<file path="config.mk">
export PLATFORM = sky130hd
export DESIGN_NAME = mem_lsu
export DESIGN_NICKNAME = d
export VERILOG_FILES = /design/src/rtl/mem_lsu_pkg.sv /design/src/rtl/mem_align.sv /design/src/rtl/mem_lsu.sv
export SDC_FILE = /design/constraint.sdc
export NUM_CORES = 1
export LEC_CHECK = 0
export ABC_AREA = 1
export CORE_MARGIN = 1.5
export CORE_UTILIZATION = 59
export CTS_CLUSTER_DIAMETER = 150
export DETAILED_ROUTE_END_ITERATION = 8
export DONT_BUFFER_PORTS = 1
export PLACE_DENSITY = 0.9
export SETUP_SLACK_MARGIN = 0.1
export SLEW_MARGIN = 25
export SYNTH_ARGS = -nofsm -noshare
export SYNTH_HDL_FRONTEND = slang
export SYNTH_HIERARCHICAL = 1
export SYNTH_SLANG_ARGS = --single-unit
export TNS_END_PERCENT = 5
</file>
<file path="constraint.sdc">
create_clock -name clk -period 3.45 [get_ports clk]
set_input_delay 0.8625 -clock clk [delete_from_list [all_inputs] [get_ports clk]]
set_output_delay 0.8625 -clock clk [all_outputs]
set_load 0.05 [all_outputs]
</file>
<file path="src/rtl/mem_lsu_pkg.sv">
// mem_lsu_pkg: shared aluop codes, exception codes, FSM states and op-class helpers for the LSU
package mem_lsu_pkg;
  localparam logic [7:0] EXE_OR_OP  = 8'b0010_0101;
  localparam logic [7:0] EXE_LB_OP  = 8'b1110_0000;
  localparam logic [7:0] EXE_LH_OP  = 8'b1110_0001;
  localparam logic [7:0] EXE_LW_OP  = 8'b1110_0011;
  localparam logic [7:0] EXE_LBU_OP = 8'b1110_0100;
  localparam logic [7:0] EXE_LHU_OP = 8'b1110_0101;
  localparam logic [7:0] EXE_SB_OP  = 8'b1110_1000;
  localparam logic [7:0] EXE_SH_OP  = 8'b1110_1001;
  localparam logic [7:0] EXE_SW_OP  = 8'b1110_1011;
  typedef enum logic [1:0] {EXCP_NONE, EXCP_ADEL, EXCP_ADES, EXCP_BUSERR} excp_t;
  typedef enum logic {LSU_IDLE, LSU_REQ} lsu_state_t;
  function automatic logic is_store(input logic [7:0] op);
    return op inside {EXE_SB_OP, EXE_SH_OP, EXE_SW_OP};
  endfunction
  function automatic logic is_mem(input logic [7:0] op);
    return is_store(op) || (op inside {EXE_LB_OP, EXE_LH_OP, EXE_LW_OP, EXE_LBU_OP, EXE_LHU_OP});
  endfunction
endpackage

</file>
<file path="src/rtl/mem_align.sv">
// mem_align: store lane select/replication, load lane extract with sign/zero extension, misalign detect
module mem_align
  import mem_lsu_pkg::*;
(
  input  logic [7:0]  op,
  input  logic [1:0]  lane,
  input  logic [31:0] sdata,
  input  logic [31:0] rdata,
  output logic [3:0]  sel,
  output logic [31:0] wdata,
  output logic [31:0] ldata,
  output logic        misalign
);
  logic byte_op, half_op, word_op;
  logic [7:0] lane_b;
  logic [15:0] lane_h;
  assign byte_op = op inside {EXE_LB_OP, EXE_LBU_OP, EXE_SB_OP};
  assign half_op = op inside {EXE_LH_OP, EXE_LHU_OP, EXE_SH_OP};
  assign word_op = op inside {EXE_LW_OP, EXE_SW_OP};
  assign lane_b = rdata[{lane, 3'b000} +: 8];
  assign lane_h = lane[1] ? rdata[31:16] : rdata[15:0];
  assign sel = byte_op ? 4'b0001 << lane : half_op ? (lane[1] ? 4'b1100 : 4'b0011) : 4'b1111;
  assign wdata = byte_op ? {4{sdata[7:0]}} : half_op ? {2{sdata[15:0]}} : sdata;
  assign misalign = (half_op & lane[0]) | (word_op & |lane);
  always_comb begin
    ldata = rdata;
    ldata = op == EXE_LB_OP  ? {{24{lane_b[7]}}, lane_b} :
            op == EXE_LBU_OP ? {24'b0, lane_b} :
            op == EXE_LH_OP  ? {{16{lane_h[15]}}, lane_h} :
            op == EXE_LHU_OP ? {16'b0, lane_h} : rdata;
  end
endmodule

</file>
<file path="src/rtl/mem_lsu.sv">
// mem_lsu: MEM-stage load/store unit driving a req/ack data bus, with pipeline stall and fault reporting
module mem_lsu
  import mem_lsu_pkg::*;
#(
  parameter int BUS_TIMEOUT = 255
) (
  input  logic        clk,
  input  logic        rst,
  input  logic        valid_i,
  input  logic [7:0]  aluop_i,
  input  logic [4:0]  wd_i,
  input  logic        wreg_i,
  input  logic [31:0] wdata_i,
  input  logic [31:0] mem_addr_i,
  input  logic [31:0] mem_sdata_i,
  input  logic        flush_i,
  output logic        dbus_req_o,
  output logic        dbus_we_o,
  output logic [3:0]  dbus_sel_o,
  output logic [31:0] dbus_addr_o,
  output logic [31:0] dbus_wdata_o,
  input  logic        dbus_ack_i,
  input  logic [31:0] dbus_rdata_i,
  input  logic        dbus_err_i,
  output logic        stall_req_o,
  output logic [4:0]  wd_o,
  output logic        wreg_o,
  output logic [31:0] wdata_o,
  output logic [1:0]  excp_o
);
  lsu_state_t state;
  logic [7:0] op_q, cnt, cur_op;
  logic [31:0] addr_q, sdata_q, cur_sdata, ldata, wdata_al;
  logic [4:0] wd_q;
  logic [3:0] sel;
  logic [1:0] cur_lane;
  logic wreg_q, kill_q, misalign, in_req, live, fault, done, kill;
  assign in_req = state == LSU_REQ;
  assign cur_op = in_req ? op_q : aluop_i;
  assign cur_lane = in_req ? addr_q[1:0] : mem_addr_i[1:0];
  assign cur_sdata = in_req ? sdata_q : mem_sdata_i;
  mem_align u_align (
    .op(cur_op), .lane(cur_lane), .sdata(cur_sdata), .rdata(dbus_rdata_i),
    .sel(sel), .wdata(wdata_al), .ldata(ldata), .misalign(misalign)
  );
  assign live = valid_i & ~flush_i;
  assign fault = dbus_err_i | (cnt == 8'(BUS_TIMEOUT));
  assign done = dbus_ack_i | fault;
  assign kill = kill_q | flush_i;
  assign dbus_req_o = in_req;
  assign dbus_we_o = in_req & is_store(op_q);
  assign dbus_sel_o = in_req ? sel : 4'b0;
  assign dbus_addr_o = in_req ? {addr_q[31:2], 2'b00} : 32'b0;
  assign dbus_wdata_o = in_req ? wdata_al : 32'b0;
  assign stall_req_o = in_req ? ~done : live & is_mem(aluop_i) & ~misalign;
  always_ff @(posedge clk or negedge rst) begin
    if (!rst) begin
      state <= LSU_IDLE;
      cnt <= '0;
      op_q <= '0;
      addr_q <= '0;
      sdata_q <= '0;
      wd_q <= '0;
      wreg_q <= 1'b0;
      kill_q <= 1'b0;
      wd_o <= '0;
      wreg_o <= 1'b0;
      wdata_o <= '0;
      excp_o <= EXCP_NONE;
    end else if (in_req) begin
      wreg_o <= 1'b0;
      excp_o <= EXCP_NONE;
      kill_q <= kill;
      cnt <= cnt == 8'hFF ? cnt : cnt + 8'd1;
      if (done) begin
        state <= LSU_IDLE;
        wd_o <= wd_q;
        wdata_o <= ldata;
        wreg_o <= wreg_q & ~fault & ~kill & ~is_store(op_q);
        excp_o <= fault & ~kill ? EXCP_BUSERR : EXCP_NONE;
      end
    end else begin
      wd_o <= wd_i;
      wdata_o <= wdata_i;
      wreg_o <= live & wreg_i & ~is_mem(aluop_i);
      excp_o <= EXCP_NONE;
      if (live & is_mem(aluop_i) & misalign)
        excp_o <= is_store(aluop_i) ? EXCP_ADES : EXCP_ADEL;
      else if (live & is_mem(aluop_i)) begin
        state <= LSU_REQ;
        cnt <= '0;
        kill_q <= 1'b0;
        op_q <= aluop_i;
        addr_q <= mem_addr_i;
        sdata_q <= mem_sdata_i;
        wd_q <= wd_i;
        wreg_q <= wreg_i;
      end
    end
  end
endmodule

</file>
# Word-level counts from Yosys, hierarchy flattened
# Index checks and enable logic that the tools add are counted.
# W data, S select, Z words.
[totals]
out_inout_bits = 111
inputBits = 148
wordCells = 114
ff_bits = 128
[op_classes]
n_shift = 2
addsub = 1
bitwise_logic = 26
eq_ne = 23
n_reduce_logical = 12
mux = 38
[op_table]
columns = ["op", "n"]
rows = [
  ["$mux W32", 10],
  ["$eq A8 B8 Y1 const B", 20],
  ["$mux W8", 5],
  ["$shiftx A32 B6 Y8", 1],
  ["$mux W16", 1],
  ["$mux W4", 4],
  ["$and A1 B1 Y1", 13],
  ["$mux W2", 6],
  ["$reduce_bool A3 Y1", 4],
  ["$mux W1", 10],
  ["$mux W5", 2],
  ["$not A1 Y1", 9],
  ["$add A8 B1 Y8 const B", 1],
  ["$reduce_and A3 Y1", 2],
  ["$reduce_bool A5 Y1", 1],
  ["$ne A2 B2 Y1 const B", 2],
  ["$or A1 B1 Y1", 4],
  ["$reduce_bool A2 Y1", 2],
  ["$shl A1 B2 Y4 const A", 1],
  ["$ne A2 B1 Y1 const B", 1],
  ["$reduce_and A2 Y1", 1],
  ["$reduce_or A2 Y1", 1],
  ["$logic_or A1 B1 Y1", 1],
]

# Logic depth before layout (Yosys ltp)
[logic_depth]
depth_word = 8
depth_mapped = 20

# Modules after synthesis
# The synthesis kept the hierarchy.
[by_module_without_submodules]
columns = ["module", "area_per_inst_um2", "cells_per_inst", "seq_area_each_um2", "n_inst"]
rows = [
  ["mem_lsu", 6731.5, 963, 3203.1, 1],
  ["mem_align", 1684.1, 365, 0.0, 1],
]

# Least setup slack after synthesis
# Ideal clock, no wire load.
[synth_path]
kind = "flip-flop to output port"
startpoint = "register state, in the netlist dbus_req_o"
endpoint = "output port stall_req_o"
path_slack_ps = -416
stages_incl_launch_ff = 17
path_buffers = 6
t_arrival_ps = 3004
cell_sequence = "dfrtp_1 > buf_2 > buf_2 > buf_2 > nand2_1 > o21ai_0 > inv_1 > nand2_1 > nor2_8 > buf_2 > nand3_1 > o22ai_1 > nor2_1 > nand2_2 > buf_6 > buf_2 > nand2_1"
[synth_between]
elab_chain_cells = 8
elab_cells_between_ends = 16
[synth_rtl]
columns = ["element", "line", "rtl"]
rows = [
  ["start: declaration", "mem_lsu.sv:31", "lsu_state_t state;"],
  ["start signal: assignment", "mem_lsu.sv:58", "state <= LSU_IDLE;"],
  ["start signal: assignment", "mem_lsu.sv:76", "state <= LSU_IDLE;"],
  ["start signal: assignment", "mem_lsu.sv:90", "state <= LSU_REQ;"],
  ["$mux W8 (*)", "mem_lsu.sv:39", "assign cur_op = in_req ? op_q : aluop_i;"],
  ["via cur_op[4]", "mem_lsu.sv:32", "logic [7:0] op_q, cnt, cur_op;"],
  ["$eq A8 B8 Y1, on equally long branches", "mem_align.sv:18, mem_align.sv:19", ""],
  ["$reduce_bool A3 Y1 / $reduce_bool A2 Y1 (equally long branches)", "mem_align.sv:18, mem_align.sv:19", ""],
  ["$and A1 B1 Y1", "mem_align.sv:24", "assign misalign = (half_op & lane[0]) | (word_op & |lane);"],
  ["$or A1 B1 Y1 (*)", "mem_align.sv:24", ""],
  ["via misalign", "mem_lsu.sv:37", "logic wreg_q, kill_q, misalign, in_req, live, fault, done, kill;"],
  ["$not A1 Y1 (*)", "mem_lsu.sv:55", "assign stall_req_o = in_req ? ~done : live & is_mem(aluop_i) & ~misalign;"],
  ["$and A1 B1 Y1 (*)", "mem_lsu.sv:55", ""],
  ["$mux W1 (*)", "mem_lsu.sv:55", ""],
  ["end: declaration", "mem_lsu.sv:25", "output logic stall_req_o,"],
]
# The timed path passes the listed nets; every way through them passes the cells marked *.

# Final worst setup path
[layout_path]
startpoint = "register state, in the netlist dbus_req_o"
endpoint = "output port dbus_wdata_o[24]"
[layout_between]
elab_chain_cells = 6
elab_cells_between_ends = 12
[layout_rtl]
columns = ["element", "line", "rtl"]
rows = [
  ["$mux W8 (*)", "mem_lsu.sv:39", ""],
  ["via cur_op[2]", "mem_lsu.sv:32", ""],
  ["$eq A8 B8 Y1", "mem_align.sv:18", "assign half_op = op inside {EXE_LH_OP, EXE_LHU_OP, EXE_SH_OP};"],
  ["$reduce_bool A3 Y1", "mem_align.sv:18", ""],
  ["$mux W32", "mem_align.sv:23", "assign wdata = byte_op ? {4{sdata[7:0]}} : half_op ? {2{sdata[15:0]}} : sdata;"],
  ["$mux W32 (*)", "mem_align.sv:23", ""],
  ["via wdata_al[24]", "mem_lsu.sv:33", "logic [31:0] addr_q, sdata_q, cur_sdata, ldata, wdata_al;"],
  ["$mux W32 (*)", "mem_lsu.sv:54", "assign dbus_wdata_o = in_req ? wdata_al : 32'b0;"],
  ["end: declaration", "mem_lsu.sv:21", "output logic [31:0] dbus_wdata_o,"],
]
# Marked as above.

==> results.txt <==
- Met2 routed wirelength: 11.0 mm
* Area Overhead vs Synth: 14.2%
* Effective utilization at floorplan: 60.6%
- Summed over all layers, the global routing overflow is 0.
- CTS saw 128 sinks.
* Overall routing resource usage: 30.4%
- Worst rel slew slack: 46.7%
- The clock period could shrink to 3350 ps.
- The net count of the finished layout is 1476.
* Number of search-and-repair iterations in the first detailed-routing pass: 5
- Via/cell ratio: 5.39
* Global-route wire length before repair: 35.8 mm
- The analysis attributes to cell leakage a power of 5.77 nW.
- Count of different cell masters after synthesis: 37
* Top cell type's share of synthesized area: 38.1%
- In the post-synthesis netlist, the biggest area contributors are sky130_fd_sc_hd__dfrtp_1 38%, sky130_fd_sc_hd__nand2_1 27%, sky130_fd_sc_hd__inv_1 8.9%, sky130_fd_sc_hd__o21ai_0 6.6%, sky130_fd_sc_hd__nand3_1 5.4%.
- Dividing the detail-routed wire length by the instance count gives 15.1 um.
* Ant. Diodes: 0
- At the pin with the least slew margin, the transition time is 800 ps.
- Counting every instance in the synthesized netlist gives 1328.
- During I/O placement, the number of pins put on the boundary was 259.
- The HPWL after detailed placement is 15.9 mm.
- Data on the critical path arrives at its endpoint at 2490 ps.
- Between clock sinks in the finished design, the worst skew comes to 7.65 ps.
- RSZ-0062 raised after global routing: true
* Kind of start point of the critical path: register
- Signal routing reaches up to met4.
* Clock Tree Root: sky130_fd_sc_hd__clkbuf_16
* Result of the run: finished, final reports clean
- DRC violations left: 0
* Final core area utilization: 69.2%
- The via count of the first global-routing pass is 7532.
* Total die area: 15000 sq um
- Number of endpoints failing setup at the final stage: 0
* Max rail drop VDD: 0.000291 V
- After clock tree synthesis, the clock-pin slew on the worst setup and hold paths is 60 ps.
- In this run the vertical extent of the chip is 122 um.
- Placeable Area: 13900 sq um
- Share of final-layout standard cells stronger than drive strength 1: 10.7%
* Critical path class: register to primary output
* Later-pin clock latency in the skew report: 420 ps
- Ratio of final minimum period to clock period: 97.1%
- Number of synthesized register bits: 128
* TritonCTS clock tree: done
- Initial antenna violation count: 0
- Share of the yosys chip area belonging to registers: 38.1%
* Maximum fanout encountered on the critical timing path: 8
- Buffers on Ports: 0
- STA puts the critical path data required time at 2590 ps.
* Quantity of hold-fixing buffers added after cts: 0
- For this block, the via count after detailed routing is 8194.
- Bufs on Longest Clock Path: 2
* Avg Inst Size Synth: 6.34 sq um
- Post-synthesis instance area: 8420 sq um
* Overall routed net length: 22.9 mm
- Residual antenna-violating net count after detailed routing: 0
- Number of pins exceeding their max-slew limit in the final report: 0
- Max Freq: 299 MHz
* Final sum of negative setup slack: 0 ps
- The library cell used most frequently in the layout, excluding fill and tap cells, is sky130_fd_sc_hd__nand2_1.
- Hold/Removal Path Class: input pin to async pin
- The library cells used most frequently in the layout, excluding fill and tap cells, are 597 x sky130_fd_sc_hd__nand2_1, 193 x sky130_fd_sc_hd__inv_1, 127 x sky130_fd_sc_hd__dfrtp_1, 97 x sky130_fd_sc_hd__o21ai_0, 91 x sky130_fd_sc_hd__nand3_1.
* Standard-cell row count: 43
* Worst Hold Slack: 129 ps
* Pin count of the biggest net entering global routing: 129
- Across the run, the number of max-cap violations was 0.
- The congestion estimate from routability-driven global placement came to 0.949.
- Length of routed met3 wiring: 2.40 mm
* Maximum level of the CTS H-tree: 4
* Sort of element at the end of the critical path: primary output
- Yosys printed 6 warnings.
- Final Hold Violating Endpoints: 0
* Iteration-0 DRC count of the detailed router: 825
- Of all cell types, the one taking the most synthesized area is sky130_fd_sc_hd__dfrtp_1.
- The die is 122 um wide.
- Dividing total power by cell area gives a power density of 424 nW/um^2.
- Number of buffers inserted during clock tree synthesis: 17
* Sum of routed wire segments on met1: 8.85 mm
[registers in the layout (all words and copies together), names as in the netlist]
| name | cells |
|---|---|
| wdata_o | 32 |
| sdata_q | 32 |
| addr_q | 32 |
| wreg_o | 1 |
| wd_q | 5 |
| dbus_req_o | 1 |
| wreg_q | 1 |
| op_q | 8 |
| kill_q | 1 |
| cnt | 8 |
| wd_o | 5 |
| excp_o | 2 |
[through the flow]
stage,power (mW),instance area [sq um],setup slack (ps),std cells
after CTS,4.09,9500,65.0,1514
after detailed placement,2.38,8900,60.4,1479
after global routing,4.27,9610,-76.7,1520
after floorplan,2.27,8460,102,1329
after global placement,2.35,8900,132,1479
final,4.07,9610,100,1520
[final cells by class]
cell class,instances,area [sq um]
Clock buffer,19,443
Multi-Input combinational cell,914,4050
Inverter,209,796
Tap cell,180,225
Sequential cell,128,3210
Timing Repair Buffer,57,774
Fill cell,1163,4270
Clock inverter,13,114
[Yosys cell counts]
cell type / instances
sky130_fd_sc_hd__nand2_1: 604
sky130_fd_sc_hd__inv_1: 199
sky130_fd_sc_hd__dfrtp_1: 128
sky130_fd_sc_hd__o21ai_0: 111
sky130_fd_sc_hd__nand3_1: 91
sky130_fd_sc_hd__o21ai_1: 33
sky130_fd_sc_hd__buf_2: 29
sky130_fd_sc_hd__clkbuf_1: 22
sky130_fd_sc_hd__nor2_1: 21
sky130_fd_sc_hd__buf_4: 14
sky130_fd_sc_hd__buf_6: 12
sky130_fd_sc_hd__nand2_2: 10
sky130_fd_sc_hd__inv_2: 9
sky130_fd_sc_hd__a21oi_1: 5
sky130_fd_sc_hd__o211ai_1: 5
sky130_fd_sc_hd__nand3b_1: 4
sky130_fd_sc_hd__nor2_4: 4
sky130_fd_sc_hd__o22ai_1: 4
sky130_fd_sc_hd__o211ai_2: 3
sky130_fd_sc_hd__nand3_2: 2
sky130_fd_sc_hd__nor3_1: 2
sky130_fd_sc_hd__a21boi_0: 1
sky130_fd_sc_hd__buf_1: 1
sky130_fd_sc_hd__clkinv_1: 1
sky130_fd_sc_hd__conb_1: 1
sky130_fd_sc_hd__ha_1: 1
sky130_fd_sc_hd__nand2_4: 1
sky130_fd_sc_hd__nand3_4: 1
sky130_fd_sc_hd__nand4_1: 1
sky130_fd_sc_hd__nand4_2: 1
sky130_fd_sc_hd__nor2_8: 1
sky130_fd_sc_hd__nor3b_1: 1
sky130_fd_sc_hd__nor4_1: 1
sky130_fd_sc_hd__o2111ai_2: 1
sky130_fd_sc_hd__o21bai_1: 1
sky130_fd_sc_hd__o31ai_1: 1
sky130_fd_sc_hd__or2_2: 1
[power breakdown]
group | total [mW] | leakage (nW) | switching (mW) | internal, mW
clock network | 1.69 | 0.273 | 0.686 | 1.01
registers | 1.89 | 1.61 | 0.214 | 1.68
logic | 0.484 | 3.89 | 0.304 | 0.179
total | 4.07 | 5.77 | 1.20 | 2.87
[routing by layer]
| layer | global-route usage (%) | up-vias |
|---|---|---|
| met5 | 0 | - |
| met4 | 14.1 | 0 |
| met3 | 10.3 | 50 |
| met2 | 49.8 | 391 |
| met1 | 36.1 | 3732 |
| li1 | - | 4021 |
[timing repair]
| item | in CTS | in global routing |
|---|---|---|
| hold endpoints to repair | 0 | 0 |
| cloned | 0 | 0 |
| setup buffers | 3 | 6 |
| resized for setup | 17 | 24 |
| pin swaps | 4 | 7 |
| endpoints found under the setup margin | 30 | 34 |
[worst max-delay path, cell delays in order, from the launching register on]
cell	delay, ps
sky130_fd_sc_hd__dfrtp_4	540
sky130_fd_sc_hd__buf_4	160
sky130_fd_sc_hd__o21ai_2	180
sky130_fd_sc_hd__inv_2	130
sky130_fd_sc_hd__o211ai_4	240
sky130_fd_sc_hd__nand2_4	130
sky130_fd_sc_hd__buf_12	160
sky130_fd_sc_hd__nand2_1	60
sky130_fd_sc_hd__o21ai_0	80
sky130_fd_sc_hd__nand2_1	80
sky130_fd_sc_hd__nand2_1	50
sky130_fd_sc_hd__inv_1	110
sky130_fd_sc_hd__buf_12	140
[cell families after synthesis]
family	Yosys count	synth area share (%)
AND/OR/NAND/NOR	746	36.3
buffers and inverters	287	14.9
AO/OA/AOI/OAI	165	10.5
flip-flops	128	38.1
adder cells (fa/ha/maj)	1	0.149
other	1	0.0446
[worst paths after layout]
| kind | start | end | slack, ps | cells past startpoint |
|---|---|---|---|---|
| max in group asynchronous | rst | dbus_req_o | 3170 | 0 |
| hold reg to reg | addr_q[27] | addr_q[27] | 470 | 2 |
| hold / removal | rst | wdata_o[28] | 130 | 0 |
| min in group clk | addr_q[27] | addr_q[27] | 470 | 2 |
| setup reg to reg | dbus_req_o | cnt[5] | 430 | 12 |
| setup / recovery | dbus_req_o | dbus_wdata_o[24] | 100 | 12 |
Note: power is estimated with default switching activity, not from simulation.
